--- config.mk ---
export PLATFORM = sky130hd
export DESIGN_NAME = edge_event_detector
export DESIGN_NICKNAME = d
export VERILOG_FILES = /design/src/rtl/edge_event_detector_pkg.sv /design/src/rtl/edge_channel.sv /design/src/rtl/edge_event_detector.sv
export SDC_FILE = /design/constraint.sdc
export NUM_CORES = 1
export LEC_CHECK = 0
export CAP_MARGIN = 10
export CORE_MARGIN = 4
export CORE_UTILIZATION = 40
export CTS_BUF_LIST = sky130_fd_sc_hd__clkbuf_8
export DETAILED_ROUTE_END_ITERATION = 8
export PLACE_DENSITY_LB_ADDON = 0.05
export SYNTH_ARGS = -nofsm -noshare
export SYNTH_HDL_FRONTEND = slang
export SYNTH_SLANG_ARGS = --single-unit
export TNS_END_PERCENT = 5
--- constraint.sdc ---
create_clock -name clk -period 1.9 [get_ports clk]
set_input_delay 0.38 -clock clk [delete_from_list [all_inputs] [get_ports clk]]
set_output_delay 0.38 -clock clk [all_outputs]
set_load 0.05 [all_outputs]
--- src/rtl/edge_event_detector_pkg.sv ---
// rtl/edge_event_detector_pkg.sv - shared edge FSM state encoding and counter sizing
package edge_event_detector_pkg;

  typedef enum logic [1:0] {
    ST_IDLE    = 2'd0,
    ST_PULSE   = 2'd1,
    ST_HOLDOFF = 2'd2
  } edge_state_e;

  function automatic int edge_cnt_width(input int pulse_cycles, input int holdoff_cycles);
    int m;
    int w;
    m = (pulse_cycles > holdoff_cycles) ? pulse_cycles : holdoff_cycles;
    w = $clog2(m + 1);
    return (w < 1) ? 1 : w;
  endfunction

endpackage

--- src/rtl/edge_channel.sv ---
// rtl/edge_channel.sv - one edge detector channel: prev sample, pulse/holdoff FSM, sticky flag
module edge_channel
  import edge_event_detector_pkg::*;
#(
  parameter int PULSE_CYCLES   = 1,
  parameter int HOLDOFF_CYCLES = 0
) (
  input  logic clk,
  input  logic rst,
  input  logic signal_in,
  input  logic mode_rise,
  input  logic mode_fall,
  input  logic sticky_clear,
  output logic edge_pulse,
  output logic edge_sticky,
  output logic pulse_next
);

  localparam int CW = edge_cnt_width(PULSE_CYCLES, HOLDOFF_CYCLES);
  localparam logic [CW-1:0] PULSE_LOAD = CW'(PULSE_CYCLES - 1);
  localparam logic [CW-1:0] HOLD_LOAD  = CW'((HOLDOFF_CYCLES > 0) ? HOLDOFF_CYCLES - 1 : 0);

  edge_state_e     state_q, state_d;
  logic [CW-1:0]   cnt_q, cnt_d;
  logic            prev_q;
  logic            sticky_q;
  logic            qual;
  logic            expiring;
  logic            accept;

  assign qual = (signal_in & ~prev_q & mode_rise) | (~signal_in & prev_q & mode_fall);

  // The last cycle of the lockout counts as idle so an edge at exactly the
  // minimum spacing is still accepted.
  assign expiring = (cnt_q == '0) &&
                    ((state_q == ST_HOLDOFF) ||
                     ((state_q == ST_PULSE) && (HOLDOFF_CYCLES == 0)));
  assign accept   = qual && ((state_q == ST_IDLE) || expiring);

  always_ff @(posedge clk) begin
    if (rst) begin
      prev_q   <= signal_in;
      state_q  <= ST_IDLE;
      cnt_q    <= '0;
      sticky_q <= 1'b0;
    end else begin
      prev_q   <= signal_in;
      state_q  <= state_d;
      cnt_q    <= cnt_d;
      sticky_q <= qual | (sticky_q & ~sticky_clear);
    end
  end

  always_comb begin
    state_d = state_q;
    cnt_d   = cnt_q;
    case (state_q)
      ST_IDLE: ;
      ST_PULSE: begin
        if (cnt_q != '0) begin
          cnt_d = cnt_q - CW'(1);
        end else if (HOLDOFF_CYCLES == 0) begin
          state_d = ST_IDLE;
        end else begin
          state_d = ST_HOLDOFF;
          cnt_d   = HOLD_LOAD;
        end
      end
      ST_HOLDOFF: begin
        if (cnt_q != '0) begin
          cnt_d = cnt_q - CW'(1);
        end else begin
          state_d = ST_IDLE;
        end
      end
      default: begin
        state_d = ST_IDLE;
        cnt_d   = '0;
      end
    endcase
    if (accept) begin
      state_d = ST_PULSE;
      cnt_d   = PULSE_LOAD;
    end
  end

  always_comb begin
    edge_pulse  = (state_q == ST_PULSE);
    pulse_next  = (state_d == ST_PULSE);
    edge_sticky = sticky_q;
  end

endmodule

--- src/rtl/edge_event_detector.sv ---
// rtl/edge_event_detector.sv - multi-channel edge detector top with registered any-edge flag
module edge_event_detector
  import edge_event_detector_pkg::*;
#(
  parameter int WIDTH          = 4,
  parameter int PULSE_CYCLES   = 1,
  parameter int HOLDOFF_CYCLES = 0
) (
  input  logic             clk,
  input  logic             rst,
  input  logic [WIDTH-1:0] signal_in,
  input  logic [WIDTH-1:0] mode_rise,
  input  logic [WIDTH-1:0] mode_fall,
  input  logic [WIDTH-1:0] sticky_clear,
  output logic [WIDTH-1:0] edge_pulse,
  output logic [WIDTH-1:0] edge_sticky,
  output logic             edge_any
);

  logic [WIDTH-1:0] pulse_next;
  logic             any_q;

  for (genvar g = 0; g < WIDTH; g++) begin : g_ch
    edge_channel #(
      .PULSE_CYCLES  (PULSE_CYCLES),
      .HOLDOFF_CYCLES(HOLDOFF_CYCLES)
    ) u_ch (
      .clk         (clk),
      .rst         (rst),
      .signal_in   (signal_in[g]),
      .mode_rise   (mode_rise[g]),
      .mode_fall   (mode_fall[g]),
      .sticky_clear(sticky_clear[g]),
      .edge_pulse  (edge_pulse[g]),
      .edge_sticky (edge_sticky[g]),
      .pulse_next  (pulse_next[g])
    );
  end

  // Built from next-state pulses so it lines up with edge_pulse in the same cycle.
  always_ff @(posedge clk) begin
    if (rst) begin
      any_q <= 1'b0;
    end else begin
      any_q <= |pulse_next;
    end
  end

  assign edge_any = any_q;

endmodule

==> flow_summary.ini <==
[run_status]
status = complete, no violations

[cells_and_area]
multi_input_area_um2 = 221
nFillCells = 113
seq_area_um2 = 340
syn2layout_area_growth_pct = 41.9
drive_gt1_frac = 0.163
num-nets-final = 99
diodes = 0
instances_no_fill = 95

[power_and_ir_drop]
swShare = 0.245
ir_worst_vdd_mv = 0.492
clkPwrFrac = 0.346
p_per_area_nw_per_um2 = 884
p_seq_frac = 0.497
p_switching_w = 0.000190
intPower_w = 0.000586
p_leak_nw = 0.357
combPwrFrac = 0.157
power.total_w = 0.000776

[clock_tree]
clock_latency_ns = 0.25
cts.repair.resized = 0
numCtsBuffers = 3
clock_path_buffers = 2
root_buffer = clkbuf_8
cts_max_level = 1
postCtsSetupBuffers = 0
cts_tree = built
cts_hold_buf = 0
cts.clk_slew.worst_paths_ns = 0.07
clkSinkCount = 17

[placed_design]
dp_worst_setup_slack_ns = 0.407
place.gp.congestion = 0.646
port_buffers = 26
post-place-cells = 91
place_hpwl_um = 813

[sta]
final_hold_viol_count = 0
clock_skew_ns = 0.00649
hold_slack_ns = 0.493
final.period_utilization = 0.928
worstMarginPinSlew_ns = 0.500
fin_ws_ns = 0.137
setup_viol = 0
tns_ns = 0
slew_headroom = 0.666
maxSlewViolCount = 0
rsz0062_at_grt = false
clock.fmax_mhz = 567
finalCriticalPeriod_ns = 1.76

[route]
wl_met3_um = 102
met1_length_um = 392
top_layer_used = met4
ant_nets = 0
wl_um = 1020
drt_iter0_markers = 3
firstDrtPassIters = 3
vias = 458
viasPerCell = 4.82
wl_per_cell_um = 10.7
drt_drc_violations_left = 0
met2_wirelength_um = 516

[hold_path]
hold_class = reg2reg

[flow_run]
maxCapViolations = 0

[setup_path]
worstPathMaxFanout = 2
startpoint_type = register
cp.depth = 1
reg2reg_slack_ns = 0.93
crit_end = edge_sticky[2]
timing.rr.start = g_ch[1].u_ch.prev_q
cpPeakStageDelay_ns = 0.80
critPathRequiredTime_ns = 1.52
cp_cell_sequence = clkdlybuf4s50_1
critical_path_class = reg2out
worstRegToRegCells = 3
worst_r2r_endpoint = edge_any
worstPathArrival_ns = 1.38
end_kind = output pin
cp-startpoint = g_ch[2].u_ch.edge_sticky
critPathBufInv = 1
cpLargestDelayFamily = buffers and inverters
slowest_stage = clkdlybuf4s50_1

[yosys]
synth_flop_cell = dfxtp_1
yosys.area.top_type = dfxtp_1
synth-edff-count = 0
synth_commonest_cells = dfxtp_1 (17), buf_4 (9), nand3b_1 (8)
synth_top_area_frac = 0.551
yosysSeqAreaShare = 0.551
syn-instance-count = 56
ys_types = 10
netlist_area_um2 = 618
syn-mean-instance-area_um2 = 11.0
synth_most_common_cell = dfxtp_1
synth-async-reset-ratio = 0
synth.top_cells.by_area = dfxtp_1 (55%), buf_4 (11%), nand3b_1 (9.7%), a22o_2 (6.5%), a31oi_1 (4.0%)
ys_warn_count = 0
ys_ff_latch = 17

[floorplan]
coreArea_um2 = 1380
die_y_um = 47.3
boundaryPins = 27
rows = 13
start_util = 0.447
die_w_um = 47.3
die_area_um2 = 2240

[global_routing]
grt_usage = 0.110
gr-total-overflow = 0
antenna_found_initial = 0
first_global_vias = 412
grt_first_pass_wirelength_um = 1610
grt_max_degree = 11
[power groups by stage]
stage                     combinational, W  clock [W]  sequential, W
after floorplan                  0.0000698          0       0.000400
after global placement            0.000122          0       0.000393
after detailed placement          0.000123          0       0.000394
after CTS                         0.000123   0.000279       0.000386
after global routing              0.000130   0.000293       0.000388
final                             0.000122   0.000268       0.000386
[cell type report]
cell class              count  area share
flip-flops and latches     17       0.388
repair buffers             26       0.285
clock inverters             1     0.00571
multi-input cells          33       0.252
well taps                  15      0.0214
clock buffers               3      0.0471
[state kept, by name (all words and copies together), names as in the netlist]
signal                 flops
g_ch.u_ch.edge_sticky      4
g_ch.u_ch.prev_q           4
g_ch.u_ch.state_q          8
edge_any                   1
[through the flow]
stage                     cell area, um2   util
after floorplan                      629      -
after global placement               831  0.601
after detailed placement             831  0.601
after CTS                            877  0.634
after global routing                 877  0.634
final                                877  0.634
[per-layer routing]
metal | global-route usage | up-vias
met5 | 0 | -
met1 | 0.0991 | 208
li1 | - | 233
met3 | 0.0575 | 2
met4 | 0.0663 | 0
met2 | 0.193 | 15
[cells in the final DEF, fill, tap and decap left out, drive strengths merged]
cell,Yosys,final
clkdlybuf4s50,0,22
dfxtp,17,17
nand3b,8,8
nor2b,4,4
a22o,4,4
nand2b,4,4
a31oi,4,4
nor2,4,4
conb,1,4
buf,9,4
clkbuf,0,3
a41oi,1,1
clkinv,0,1
[how the worst min path moves through the flow]
stage                                   startpoint                       end  slack (ns)  depth (start not counted)
after floorplan                       signal_in[0]       g_ch[0].u_ch.prev_q        0.41                          0
after detailed placement  g_ch[0].u_ch.edge_sticky  g_ch[0].u_ch.edge_sticky        0.48                          2
after global placement    g_ch[1].u_ch.edge_sticky  g_ch[1].u_ch.edge_sticky        0.49                          2
after CTS                 g_ch[0].u_ch.edge_sticky  g_ch[0].u_ch.edge_sticky        0.50                          2
after global routing      g_ch[0].u_ch.edge_sticky  g_ch[0].u_ch.edge_sticky        0.53                          2
final                     g_ch[0].u_ch.edge_sticky  g_ch[0].u_ch.edge_sticky        0.49                          2
[cell families (layout without fill, tap and decap cells)]
logic type	Yosys count	after routing	share of synthesized area
other cells	1	4	0.00607
buf+inv	9	30	0.109
compound gates	9	9	0.132
simple gates	20	20	0.202
flops	17	17	0.551
Note: power is estimated with default switching activity, not from simulation.
